`config.mk`:
```
export PLATFORM = sky130hd
export DESIGN_NAME = serial_sub_16bits
export DESIGN_NICKNAME = d
export VERILOG_FILES = /design/src/rtl/serial_sub_16bits.sv
export SDC_FILE = /design/constraint.sdc
export NUM_CORES = 1
export LEC_CHECK = 0
export BUFFER_PORTS_ARGS = -buffer_cell sky130_fd_sc_hd__buf_2
export CAP_MARGIN = 40
export CORE_ASPECT_RATIO = 2
export CORE_UTILIZATION = 45
export CTS_BUF_LIST = sky130_fd_sc_hd__clkbuf_4
export DETAILED_ROUTE_END_ITERATION = 10
export HOLD_SLACK_MARGIN = 0.06
export MAX_ROUTING_LAYER = met4
export PLACE_DENSITY = 0.69
export SETUP_SLACK_MARGIN = 0.05
export SYNTH_ARGS = -nofsm -noshare
export SYNTH_HDL_FRONTEND = slang
export SYNTH_SLANG_ARGS = --single-unit
```
`constraint.sdc`:
```
create_clock -name clk -period 4.8 [get_ports clk]
set_input_delay 1.44 -clock clk [delete_from_list [all_inputs] [get_ports clk]]
set_output_delay 1.44 -clock clk [all_outputs]
set_load 0.02 [all_outputs]
```
`src/rtl/serial_sub_16bits.sv`:
```
// serial_sub_16bits: slice-serial 16-bit subtractor (in1 - in2 - bin) with start/done handshake; `SUB_OVERFLOW_EN adds the ovf port
module serial_sub_16bits #(
    parameter int SLICE_W = 4
) (
    input  logic        clk,
    input  logic        rst,
    input  logic        start,
    input  logic [15:0] in1,
    input  logic [15:0] in2,
    input  logic        bin,
    output logic        busy,
    output logic        done,
    output logic [15:0] out,
    output logic        bout
`ifdef SUB_OVERFLOW_EN
    ,
    output logic        ovf
`endif
);
    localparam int N = 16 / SLICE_W;
    localparam logic [3:0] K_LAST = 4'(N - 1);
    typedef enum logic [1:0] {IDLE, CALC, DONE} state_t;
    state_t           r_state, w_next;
    logic [15:0]      r_a, r_b, r_out;
    logic             r_borrow, r_bout;
    logic [3:0]       r_k;
    logic [3:0]       w_lsb;
    logic [SLICE_W:0] w_diff;
    logic             w_last;
    assign w_lsb  = 4'(int'(r_k) * SLICE_W);
    assign w_diff = {1'b0, r_a[w_lsb +: SLICE_W]} - {1'b0, r_b[w_lsb +: SLICE_W]} - {{SLICE_W{1'b0}}, r_borrow};
    assign w_last = (r_k == K_LAST);
    assign busy   = (r_state == CALC);
    assign done   = (r_state == DONE);
    assign out    = r_out;
    assign bout   = r_bout;
    // state register
    always_ff @(posedge clk or negedge rst) begin
        if (!rst) r_state <= IDLE;
        else      r_state <= w_next;
    end
    // next state: start is only looked at in IDLE, DONE always falls back to IDLE
    always_comb begin
        w_next = r_state;
        unique case (r_state)
            IDLE:    w_next = start ? CALC : IDLE;
            CALC:    w_next = w_last ? DONE : CALC;
            default: w_next = IDLE;
        endcase
    end
    // capture operands on acceptance, then one slice per CALC cycle, LSB first
    always_ff @(posedge clk or negedge rst) begin
        if (!rst) begin
            r_a      <= '0;
            r_b      <= '0;
            r_out    <= '0;
            r_borrow <= 1'b0;
            r_bout   <= 1'b0;
            r_k      <= '0;
        end else if (r_state == IDLE && start) begin
            r_a      <= in1;
            r_b      <= in2;
            r_borrow <= bin;
            r_k      <= '0;
        end else if (r_state == CALC) begin
            r_out[w_lsb +: SLICE_W] <= w_diff[SLICE_W-1:0];
            r_borrow                <= w_diff[SLICE_W];
            r_k                     <= r_k + 4'd1;
            if (w_last) r_bout <= w_diff[SLICE_W];
        end
    end
`ifdef SUB_OVERFLOW_EN
    logic r_ovf;
    assign ovf = r_ovf;
    // overflow from operand signs and the sign bit produced by the final slice
    always_ff @(posedge clk or negedge rst) begin
        if (!rst)                       r_ovf <= 1'b0;
        else if (r_state == CALC && w_last) r_ovf <= (r_a[15] ^ r_b[15]) & (w_diff[SLICE_W-1] ^ r_a[15]);
    end
`endif
endmodule

```
==> impl_results.md <==
- Worst min path class: reg2reg
- Worst path cell trace: nand2b_4 > inv_1 > buf_2
- Most frequent cells in the layout: dfrtp_1, buf_2, mux2_2
- Global routing usage on met2: 32.6%
- Setup CP Type: reg2out
- Most used DFF post-synth: dfrtp_1
- Hpwl dp: 3.61 mm
- Setup repair after global routing missed its margin: false
- Setup Viol. Count Final: 0
- Yosys warnings: 0
- Syn Nets: 248
- Max Fclk: 344 MHz
- Vias in the first global route: 1741
- Setup Skew: 0.00412 ns
- Worst Path Arrival: 1.47 ns
- DIE HEIGHT: 109 um
- Rel. slew slack: 50.8%
- Reg2reg path depth: 9
- Sequential cell area fraction in the yosys report: 54.0%
- Fraction of layout cells with a size suffix above 1: 41.6%
- Hold_ws: 0.492 ns
- Cell Pwr Density: 764 nW/um^2
- Critical path capture point: busy
- Sink Count: 56
- Final nets: 303
- Top delay family on crit path: buffers and inverters
- 1st-pass router iterations: 4
- Area leader, netlist: dfrtp_1
- Max FO, Critical Path: 11
- Critical Path Start: r_state[1]$_DFF_PN0_
- Latest clock arrival within the worst-skew pair: 0.37 ns
- Initial antenna violation count: 0
- # hold bufs at CTS: 0
- Mean post-synth cell area: 13.0 sq um
- Max-cap violations: 0
- IO Pins: 55
- Ant diodes: 0
- Top post-synthesis cells by area: dfrtp_1, mux2_2, mux4_2
- Crit path time final: 2.91 ns
- Critical Path Start Type: flop
- CTS tree: done
- Area share of the largest cell type after synthesis: 54.0%
- Clk buf depth: 2
- Met3 Usage GRT: 3.29%
- GRT busiest layer: met2
- FF-to-FF End: bout$_DFFE_PN0P_
- Required time of the critical path: 3.36 ns
- Leak Pwr: 1.43 nW
- Placer congestion estimate: 0.804
- DR iter-0 viols: 33
- Wire length of the first global-routing pass: 8.11 mm
- Worst VDD drop: 0.578 mV
- Slew of the pin with the lowest slew margin: 0.738 ns
- CTS root buffer: clkbuf_4
- Detailed Route WL: 4.78 mm
- Syn-to-layout area delta: 14.3%
- H-tree depth: 2
- Slew Viols, Final: 0
- Asr flop ratio synth: 100%
- Total congestion overflow: 0
- Largest stage delay, worst path: 0.43 ns
- Most common cell after layout, fill and taps aside: dfrtp_1
- Routed len/inst: 15.2 um
- Gate Count Post-Synth: 200
- Period utilization: 60.6%
- EDFF count, synth: 0
- Post-CTS Setup Bufs: 0
- Run status: finished, final reports clean
- Core area: 5470 sq um
- Die X: 55.7 um
- DRC viols: 0
- Total negative setup slack: 0 ns
- Synth Cell Area: 2590 sq um
- Largest net degree at the start of global routing: 48
- Input/output buffers: 54
- Slowest CP cell: dfrtp_1
- Worst r2r src: r_k[0]$_DFFE_PN0P_
- Worst reg2reg setup slack: 1.95 ns
- Detail Route Antenna Nets: 0
- Std cell rows: 38
- Filler instances: 486
- Die area: 6090 sq um
- TritonCTS Buffers: 5
- Initial Utilization: 47.4%
- Total GRT Usage: 18.0%
- Post-CTS sizing: 0
- Type of destination of the critical path: output port
- Synthesis-stage register bit count: 56
- CP Buf/Inv Count: 2
- Distinct cells, synth: 31
- CP Depth: 3
- Met1 usage: 18.9%
- Drt via density: 5.33
- Worst-path clk slew: 0.14 ns
- Final hold violations: 0
- Vias after detailed routing: 1679
-- where the power goes --
part	total [mW]	internal (mW)	switching, mW
Sequential	0.849	0.687	0.163
Combinational	1.22	0.559	0.660
Clock	0.197	0.0601	0.137
-- sequential cells by signal (all words and copies together) (netlist names) --
signal / cells
r_k: 4
r_a: 16
bout: 1
r_state: 2
r_borrow: 1
out: 16
r_b: 16
-- Yosys cell counts, types with 2 or more instances --
master	count
nor3b_1	3
mux2_2	32
nor2_1	4
fa_1	2
xor2_1	2
buf_2	6
inv_1	13
o21ai_0	18
nand3_1	2
o21ai_1	2
mux4_2	6
a21oi_1	2
dfrtp_1	56
ha_1	10
mux4_1	2
nand2_1	25
-- cell families (layout without fill, tap and decap cells) --
kind of cell	after synthesis	after routing	share of synthesized area, %
muxes	40	40	21.1
adders and majority gates	12	12	6.37
buffers and inverters	21	76	3.62
xor gates and xnor gates	4	4	1.64
AOI/OAI and AO/OA	26	26	5.45
DFF	56	56	54.0
and+or+nand+nor	41	41	7.77
-- worst min-delay path by stage --
stage,start,endpoint,slack [ns],cells after the start
global placement,out[8]$_DFFE_PN0P_,out[8]$_DFFE_PN0P_,0.46,2
CTS,out[9]$_DFFE_PN0P_,out[9]$_DFFE_PN0P_,0.50,2
detailed placement,out[9]$_DFFE_PN0P_,out[9]$_DFFE_PN0P_,0.47,2
finish,out[8]$_DFFE_PN0P_,out[8]$_DFFE_PN0P_,0.49,2
global route,out[9]$_DFFE_PN0P_,out[9]$_DFFE_PN0P_,0.51,2
floorplan,r_b[4]$_DFFE_PN0P_,r_b[4]$_DFFE_PN0P_,0.47,1
-- routing by layer --
| metal | up-vias | share of wire [%] |
|---|---|---|
| li1 | 802 | - |
| met1 | 826 | 39 |
| met2 | 41 | 55 |
| met3 | 10 | 3.2 |
| met4 | 0 | 2.8 |
| met5 | - | 0 |
-- worst reg2reg max path, stage by stage, from the launching register on --
cell and delay, ns:
dfrtp_1 0.85, mux4_1 0.67, inv_1 0.10, fa_1 0.19, inv_1 0.06, fa_1 0.42
nand2_1 0.08, a21oi_1 0.07, xnor2_1 0.21, a21oi_1 0.11
-- cell type report --
class	instances	area, sq um	area share (%)
Multi-Input combinational cell	123	1100	37.2
Timing Repair Buffer	56	285	9.62
Clock inverter	1	5.00	0.169
Sequential cell	56	1400	47.3
Clock buffer	6	45.0	1.52
Tap cell	60	75.1	2.53
Inverter	13	48.8	1.65
-- through the flow --
step,power (mW),cell area [sq um],worst slack [ns],instances,utilization [%]
2_1_floorplan,1.77,2590,2.30,200,-
3_3_place_gp,2.07,2910,2.01,308,53.3
3_5_place_dp,2.10,2910,1.93,308,53.3
4_1_cts,2.30,2960,1.86,315,54.2
5_1_grt,2.48,2960,1.71,315,54.2
6_report,2.27,2960,1.89,315,54.2
No activity file was read; power rests on OpenSTA's default activity.
